`config.mk`:
```
export PLATFORM = sky130hd
export DESIGN_NAME = ddr_odt_lane_ctrl
export DESIGN_NICKNAME = d
export VERILOG_FILES = /design/src/rtl/ddr_odt_lane_ctrl.sv
export SDC_FILE = /design/constraint.sdc
export NUM_CORES = 1
export LEC_CHECK = 0
export BUFFER_PORTS_ARGS = -buffer_cell sky130_fd_sc_hd__buf_2
export CORE_ASPECT_RATIO = 0.75
export CORE_MARGIN = 2
export CORE_UTILIZATION = 45
export DETAILED_ROUTE_END_ITERATION = 8
export HOLD_SLACK_MARGIN = 0.06
export SLEW_MARGIN = 10
export SYNTH_ARGS = -nofsm -noshare
export SYNTH_HDL_FRONTEND = slang
export SYNTH_SLANG_ARGS = --single-unit
```
`constraint.sdc`:
```
create_clock -name i_fab_clk -period 7.6 [get_ports i_fab_clk]
set_clock_uncertainty 0.15 [all_clocks]
set_input_delay 0.76 -clock i_fab_clk [delete_from_list [all_inputs] [get_ports i_fab_clk]]
set_output_delay 0.76 -clock i_fab_clk [all_outputs]
set_load 0.03 [all_outputs]
```
`src/rtl/ddr_odt_lane_ctrl.sv`:
```
// ODT lane controller: per-rank ODT windows serialised into 4:1 TX/OE nibbles,
// plus a delay-line sequencer that walks every channel's IOD tap to a target.
module ddr_odt_lane_ctrl #(
  parameter int unsigned NUM_ODT    = 2,
  parameter int unsigned LAT_W      = 5,
  parameter int unsigned LEN_W      = 4,
  parameter int unsigned TAP_W      = 8,
  parameter int unsigned LOAD_TAP   = 1,
  parameter int unsigned MAX_TAP    = 127,
  parameter int unsigned SETTLE_CYC = 2
) (
  input  logic                       i_fab_clk,
  input  logic                       i_tx_sync_rst,
  input  logic [NUM_ODT-1:0]         i_odt_req,
  input  logic [1:0]                 i_req_phase,
  input  logic [LAT_W-1:0]           i_cfg_odt_lat,
  input  logic [LEN_W-1:0]           i_cfg_odt_len,
  output logic                       o_odt_idle,
  output logic [4*NUM_ODT-1:0]       o_tx_data,
  output logic [4*NUM_ODT-1:0]       o_oe_data,
  input  logic                       i_dly_start,
  input  logic [TAP_W*NUM_ODT-1:0]   i_dly_target,
  output logic                       o_dly_busy,
  output logic                       o_dly_done,
  output logic [NUM_ODT-1:0]         o_dly_err,
  output logic [NUM_ODT-1:0]         o_delay_line_load,
  output logic [NUM_ODT-1:0]         o_delay_line_move,
  output logic [NUM_ODT-1:0]         o_delay_line_direction,
  input  logic [NUM_ODT-1:0]         i_delay_line_out_of_range
);

  // Pending window spans the latest phase a request can reach: phase 3 + max LAT + max LEN - 1.
  localparam int unsigned PEND_W = 3 + ((1 << LAT_W) - 1) + ((1 << LEN_W) - 1);
  localparam int unsigned GAP_W  = (SETTLE_CYC > 1) ? $clog2(SETTLE_CYC) : 1;

  typedef enum logic [2:0] {S_IDLE, S_LOAD, S_STEP, S_GAP, S_DONE} state_t;

  // ---------------- ODT windows ----------------
  logic [NUM_ODT-1:0][PEND_W-1:0] r_pend;
  logic [NUM_ODT-1:0][PEND_W-1:0] w_win;
  logic [PEND_W-1:0]              w_mask;
  logic                           w_any;
  int unsigned                    w_start;
  int unsigned                    w_len;
  logic [4*NUM_ODT-1:0]           r_tx;
  logic [4*NUM_ODT-1:0]           r_oe;
  logic                           r_idle;

  // New-request mask relative to phase 0 of the current cycle, ORed onto each channel's pending phases.
  always_comb begin
    w_start = 32'(i_req_phase) + 32'(i_cfg_odt_lat);
    w_len   = (i_cfg_odt_len == '0) ? 32'd1 : 32'(i_cfg_odt_len);
    w_mask  = '0;
    for (int unsigned j = 0; j < PEND_W; j++) begin
      w_mask[j] = (j >= w_start) && (j < w_start + w_len);
    end
    w_any = 1'b0;
    for (int unsigned c = 0; c < NUM_ODT; c++) begin
      w_win[c] = r_pend[c] | (i_odt_req[c] ? w_mask : '0);
      w_any    = w_any | (|w_win[c]);
    end
  end

  // Emit the current cycle's four phases and shift the remainder down by one cycle.
  always_ff @(posedge i_fab_clk) begin
    if (i_tx_sync_rst) begin
      r_pend <= '0;
      r_tx   <= '0;
      r_oe   <= '0;
      r_idle <= 1'b1;
    end else begin
      for (int unsigned c = 0; c < NUM_ODT; c++) begin
        r_tx[4*c +: 4] <= w_win[c][3:0];
        r_pend[c]      <= PEND_W'(w_win[c] >> 4);
      end
      r_oe   <= '1;
      r_idle <= ~w_any;
    end
  end

  assign o_tx_data  = r_tx;
  assign o_oe_data  = r_oe;
  assign o_odt_idle = r_idle;

  // ---------------- Delay-line sequencer ----------------
  state_t                        r_state, w_nxt_state;
  logic [NUM_ODT-1:0][TAP_W-1:0] r_tgt, w_nxt_tgt;
  logic [NUM_ODT-1:0][TAP_W-1:0] r_cur, w_nxt_cur;
  logic [NUM_ODT-1:0]            r_err, w_nxt_err;
  logic [NUM_ODT-1:0]            r_dir, w_nxt_dir;
  logic [NUM_ODT-1:0]            r_move, w_nxt_move;
  logic [NUM_ODT-1:0]            r_load;
  logic                          r_busy, r_done;
  logic [GAP_W-1:0]              r_gap, w_nxt_gap;
  logic                          w_eval;
  logic [NUM_ODT-1:0]            w_eval_err;
  logic [NUM_ODT-1:0]            w_need;

  // Next state; outputs are registered from the next state so they line up with the state's own cycle.
  always_comb begin
    w_nxt_state = r_state;
    w_nxt_tgt   = r_tgt;
    w_nxt_cur   = r_cur;
    w_nxt_err   = r_err;
    w_nxt_dir   = r_dir;
    w_nxt_move  = '0;
    w_nxt_gap   = r_gap;
    w_eval      = 1'b0;
    w_eval_err  = r_err;
    w_need      = '0;
    case (r_state)
      S_IDLE: begin
        if (i_dly_start) begin
          w_nxt_state = S_LOAD;
          w_nxt_tgt   = i_dly_target;
          for (int unsigned c = 0; c < NUM_ODT; c++) begin
            w_nxt_cur[c] = TAP_W'(LOAD_TAP);
            w_nxt_err[c] = 32'(i_dly_target[c*TAP_W +: TAP_W]) > MAX_TAP;
          end
        end
      end
      S_LOAD: w_eval = 1'b1;
      S_STEP: begin
        w_nxt_state = S_GAP;
        w_nxt_gap   = GAP_W'(SETTLE_CYC - 1);
      end
      S_GAP: begin
        if (r_gap != '0) begin
          w_nxt_gap = r_gap - GAP_W'(1);
        end else begin
          w_nxt_err  = r_err | i_delay_line_out_of_range;
          w_eval_err = w_nxt_err;
          w_eval     = 1'b1;
        end
      end
      S_DONE:  w_nxt_state = S_IDLE;
      default: w_nxt_state = S_IDLE;
    endcase
    if (w_eval) begin
      for (int unsigned c = 0; c < NUM_ODT; c++) begin
        w_need[c] = !w_eval_err[c] && (r_cur[c] != r_tgt[c]);
      end
      if (|w_need) begin
        w_nxt_state = S_STEP;
        w_nxt_move  = w_need;
        for (int unsigned c = 0; c < NUM_ODT; c++) begin
          if (w_need[c]) begin
            w_nxt_dir[c] = r_tgt[c] > r_cur[c];
            w_nxt_cur[c] = w_nxt_dir[c] ? (r_cur[c] + TAP_W'(1)) : (r_cur[c] - TAP_W'(1));
          end
        end
      end else begin
        w_nxt_state = S_DONE;
      end
    end
  end

  // Sequencer state, tap counters and registered IOD controls.
  always_ff @(posedge i_fab_clk) begin
    if (i_tx_sync_rst) begin
      r_state <= S_IDLE;
      r_tgt   <= '0;
      for (int unsigned c = 0; c < NUM_ODT; c++) r_cur[c] <= TAP_W'(LOAD_TAP);
      r_err   <= '0;
      r_dir   <= '0;
      r_move  <= '0;
      r_load  <= '0;
      r_busy  <= 1'b0;
      r_done  <= 1'b0;
      r_gap   <= '0;
    end else begin
      r_state <= w_nxt_state;
      r_tgt   <= w_nxt_tgt;
      r_cur   <= w_nxt_cur;
      r_err   <= w_nxt_err;
      r_dir   <= w_nxt_dir;
      r_move  <= w_nxt_move;
      r_load  <= (w_nxt_state == S_LOAD) ? '1 : '0;
      r_busy  <= (w_nxt_state != S_IDLE);
      r_done  <= (w_nxt_state == S_DONE);
      r_gap   <= w_nxt_gap;
    end
  end

  assign o_dly_busy             = r_busy;
  assign o_dly_done             = r_done;
  assign o_dly_err              = r_err;
  assign o_delay_line_load      = r_load;
  assign o_delay_line_move      = r_move;
  assign o_delay_line_direction = r_dir;

endmodule

```
* After elaboration in Yosys (flattened, before gate mapping) *
Cells that the tools add are included.

operators by class
  multipliers = 0
  equality and inequality tests = 8
  magnitude comparators = 102
  bitwise logic cells = 7
  divide/modulo/power cells = 0
  reductions and logical operators = 67
  shift operators = 0
  muxes and demuxes = 25
  $add $sub $neg = 7

operator list
  cell                                                                                number
  5-bit by 32-bit less-than comparator with 1-bit output, first input constant        16
  6-bit by 32-bit less-than comparator with 1-bit output, first input constant        16
  4-bit by 32-bit less-than comparator with 1-bit output, first input constant        8
  3-bit by 32-bit less-than comparator with 1-bit output, first input constant        4
  6-bit greater-or-equal comparator, first input constant                             17
  49-bit two-way mux                                                                  2
  49-bit OR                                                                           2
  49-bit OR reduction                                                                 2
  5-bit by 6-bit greater-or-equal comparator with 1-bit output, first input constant  16
  1-bit by 32-bit less-than comparator with 1-bit output, first input constant        2
  2-bit by 32-bit less-than comparator with 1-bit output, first input constant        2
  16-bit two-way mux                                                                  4
  1-bit logical AND                                                                   51
  4-bit by 6-bit greater-or-equal comparator with 1-bit output, first input constant  8
  8-bit two-way mux                                                                   5
  3-bit by 6-bit greater-or-equal comparator with 1-bit output, first input constant  4
  8-bit by 1-bit adder with 8-bit output, second input constant                       2
  8-bit by 7-bit greater-than comparator with 1-bit output, second input constant     2
  8-bit greater-than comparator                                                       2
  8-bit != test                                                                       2
  8-bit by 1-bit subtractor with 8-bit output, second input constant                  2
  1-bit by 6-bit greater-or-equal comparator with 1-bit output, first input constant  2
  2-bit by 6-bit greater-or-equal comparator with 1-bit output, first input constant  2
  3-bit two-way mux                                                                   3
  26 further kinds                                                                    40

word-level totals
  latch bits = 0
  word-level logic and storage cells = 236
  memory bits (read-only) = 0
  bits of input ports = 34
  memories kept = 0
  register bits = 161
  RAM bits = 0
  output and inout bits = 27

* Depth between registers and ports, before layout *
  word-level depth = 10
  gate-level depth with buffers = 20
  mapped depth without buffers = 20

* Worst setup path after synthesis *
No wires, ideal clock.

  path kind = in2reg
  start point = input port i_req_phase[1]
  end point = register r_idle, in the netlist o_odt_idle
  path slack = 2.544 ns
  buffers on the path = 4
  stages on the path = 19
  required time = 7.354 ns
  arrival = 4.810 ns
  setup time = 0.096 ns
  path through = ha_1 > a21o_1 > a221oi_2 > inv_1 > clkbuf_1 > ha_1 > clkbuf_1 > nor2b_1 > a221o_1 > buf_2 > a21oi_1 > mux2i_1 > and2_1 > buf_2 > a31oi_1 > a21o_1 > o41ai_1 > nand4_1 > o41ai_2

on the way
  longest elaborated chain between the ends = 9
  elaborated cells on any way between the ends = 157
  classes of those cells = 2 x add/sub; 98 x order compare; 2 x mux; 4 x bitwise; 51 x reduce/logical

RTL lines
  element                                                                               line  text
  start, declared                                                                       15    input logic [1:0] i_req_phase,
  2-bit by 5-bit adder with 6-bit output (*)                                            51    w_start = 32'(i_req_phase) + 32'(i_cfg_odt_lat);
  6-bit by 4-bit adder with 7-bit output                                                55    w_mask[j] = (j >= w_start) && (j < w_start + w_len);
  1-bit by 32-bit less-than comparator with 1-bit output, or another cell as far along  55
  1-bit logical AND                                                                     55
  49-bit two-way mux                                                                    59    w_win[c] = r_pend[c] | (i_odt_req[c] ? w_mask : '0);
  49-bit OR                                                                             59
  49-bit OR reduction                                                                   60    w_any = w_any | (|w_win[c]);
  1-bit OR (*)                                                                          60
  1-bit NOT (*)                                                                         77    r_idle <= ~w_any;
  end signal, assigned                                                                  77
  end, declared                                                                         47    logic r_idle;

Every way passes the cells marked *; elsewhere a longest branch is shown, timed or not.
A chain may end at the register's enable or synchronous reset.

* Worst setup path after layout *
Same ends and word-level chain as after synthesis.

==> impl_metrics.json <==
{
  "finalPower_w": 0.002830,
  "io_pins": 61,
  "p_per_area_nw_per_um2": 337.6,
  "layout_min_cycle_time_ns": 6.107,
  "syn_area_per_cell_sq_um": 7.875,
  "netSwitchingPower_w": 0.001090,
  "grt_pass1_vias": 6394,
  "synth_top_area_share": 0.3930,
  "slew_headroom": 0.2530,
  "first_pass_iters": 5,
  "grt_max_degree": 100,
  "post_drt_wl_per_cell_um": 20.70,
  "final_nets": 1046,
  "fp-row-count": 40,
  "fin_util": 0.5235,
  "finalCritPeriodShare": 0.8035,
  "yosysTopAreaCell": "dfxtp_1",
  "cp_data_required_time_ns": 7.78,
  "drc": 0,
  "dp_hpwl_um": 19050,
  "cp_slowest_cell": "ha_1",
  "start_kind": "primary input",
  "slowest_delay_ns": 0.59,
  "portBuffers": 60,
  "routed_wl_um": 24780,
  "cp-end-kind": "register",
  "power_frac_comb": 0.382,
  "vdd_drop_max_mv": 0.1952,
  "synth_common_cells": "a21oi_1 (147), dfxtp_1 (145), nor2_1 (133), nand2_1 (103), inv_1 (42)",
  "pwr-share-seq": 0.322,
  "fin_cells": 1197,
  "viasPerCell": 5.869,
  "max-cap-violations": 0,
  "p_sw_frac": 0.3851,
  "clock_path_buffers": 2,
  "cts_buffers": 17,
  "grt_usage": 0.2880,
  "synth_most_common_cell": "a21oi_1",
  "grt_pass1_wl_um": 38230,
  "nFillCells": 1604,
  "yosys_warnings": 0,
  "crit_type": "in2reg",
  "clockPowerShare": 0.296,
  "cts_tree": "yes",
  "cp.arrival_ns": 6.29,
  "synth_nets": 1010,
  "worstMarginPinSlew_ns": 1.118,
  "dieArea_sq_um": 17470,
  "fmax_ghz": 0.1638,
  "drive_gt1_frac": 0.1287,
  "drtIter0Drc": 739,
  "antenna_found_initial": 0,
  "hold_class": "reg2reg",
  "cts_resized": 0,
  "initial_core_util": 0.4613,
  "cts_hold_buf": 0,
  "fp.dieW_um": 151.9,
  "die_y_um": 115.0,
  "synth_seq_cells": 145,
  "core-area_sq_um": 16020,
  "htreeDepth": 4,
  "syn_area_sq_um": 7387,
  "leakagePower_nw": 3.444,
  "internal_power_w": 0.001740,
  "synthArstFlopShare": 0,
  "grt_remaining_overflow": 0,
  "synthFlopType": "dfxtp_1",
  "outcome": "finished, final reports clean",
  "fin_worst_hold_slack_ns": 0.3026,
  "synth-edff-count": 0,
  "drv_slew": 0,
  "syn_inst": 938,
  "clkSlewWorstSetupHoldPaths_ns": 0.06,
  "ys_types": 65,
  "gp_congestion": 1.029,
  "cp_cell_sequence": "buf_2 -> ha_1 -> a21o_1 -> a221oi_2 -> inv_1 -> ha_1 -> nor2b_1 -> a221o_1 -> nor2_1 -> a21oi_2 -> buf_4 -> nand2_1 -> a31oi_1 -> nand4_1 -> nor3_2 -> nand4_1 -> o41ai_2",
  "area_growth_syn_to_layout_pct": 13.50,
  "dp.cells": 1165,
  "tns_ns": 0,
  "post_cts_buffers": 0,
  "yosysSeqAreaShare": 0.3930,
  "clkLatencyLatePin_ns": 0.43,
  "synth.area.top_cells": "dfxtp_1 (39%), a21oi_1 (10%), nor2_1 (6.8%)",
  "crit_fanout": 13,
  "root_buffer": "clkbuf_16",
  "hold_viol_final": 0,
  "rsz0062_at_grt": "false",
  "vias": 7025,
  "cts_sinks": 145,
  "ant_nets": 0,
  "n_antenna_cell": 0,
  "setup_viol": 0
}
-- registers in the layout, summed over array words and instances (netlist names) --
register,flops
o_delay_line_move,2
o_dly_done,1
o_delay_line_load,1
o_delay_line_direction,2
o_odt_idle,1
o_oe_data,1
o_dly_err,2
r_tgt,16
o_tx_data,8
r_gap,1
r_cur,16
r_pend,90
o_dly_busy,1
r_state,3
-- logic make-up (layout without fill, tap and decap cells) --
group,Yosys count,after routing,synth area share
fa+ha+maj,38,38,0.06843
simple gates,360,360,0.2210
xor+xnor,26,26,0.03388
flops,145,145,0.3930
compound gates,272,272,0.2268
mux,1,1,0.001355
buf+inv,96,145,0.05555
-- layer usage --
layer	GRT usage	routed length (um)
met1	0.4515	12750
met2	0.3712	9263
met3	0.08406	2369
met4	0.08474	401
met5	0	0
-- cell type report --
| cell class | count | area, sq um | share of cell area |
|---|---|---|---|
| Sequential cell | 145 | 2903 | 0.3462 |
| Clock buffer | 18 | 439.2 | 0.05238 |
| Timing Repair Buffer | 71 | 385.4 | 0.04596 |
| Multi-Input combinational cell | 697 | 4080 | 0.4866 |
| Inverter | 42 | 157.7 | 0.01880 |
| Clock inverter | 14 | 156.4 | 0.01865 |
| Tap cell | 210 | 262.8 | 0.03134 |
-- power by group through the flow --
stage,Combinational (W),Sequential (W),Clock (W)
final,0.00108,0.000911,0.000837
after global routing,0.00119,0.000919,0.000884
after CTS,0.00106,0.000909,0.000849
after detailed placement,0.00105,0.000925,0
after global placement,0.00106,0.000926,0
after floorplan,0.000776,0.000920,0
-- stage by stage --
stage	setup slack (ns)	instance area, sq um
6_report	1.493	8384
5_1_grt	1.301	8384
4_1_cts	1.739	8384
3_5_place_dp	1.281	7789
3_3_place_gp	1.198	7789
2_1_floorplan	2.544	7387
-- worst paths after layout --
kind,from,cells after the start,to,slack [ns]
max,i_req_phase[1],17,o_odt_idle,1.49
min,r_cur[7],2,r_cur[7],0.30
max reg2reg,r_cur[9],20,r_cur[15],3.86
min reg2reg,r_cur[7],2,r_cur[7],0.30
-- layout by cell type, fill, tap and decap left out, drive strengths merged, types with 11 or more instances in the layout --
master	netlist	layout
nand2	103	103
buf	17	71
dfxtp	145	145
nor3	15	15
xnor2	16	16
nor2	133	133
inv	42	45
nor4	17	17
a31oi	22	22
a21oi	148	148
o21ai	31	31
nand4	11	11
clkbuf	37	18
ha	34	34
a21o	13	13
nand3	35	35
-- critical path, delay by kind of cell --
kind	cells	cell delay, ns
simple gates	6	1.14
fa+ha+maj	2	0.91
compound gates	6	2.66
buf+inv	3	0.80
Note: power is estimated with default switching activity, not from simulation.
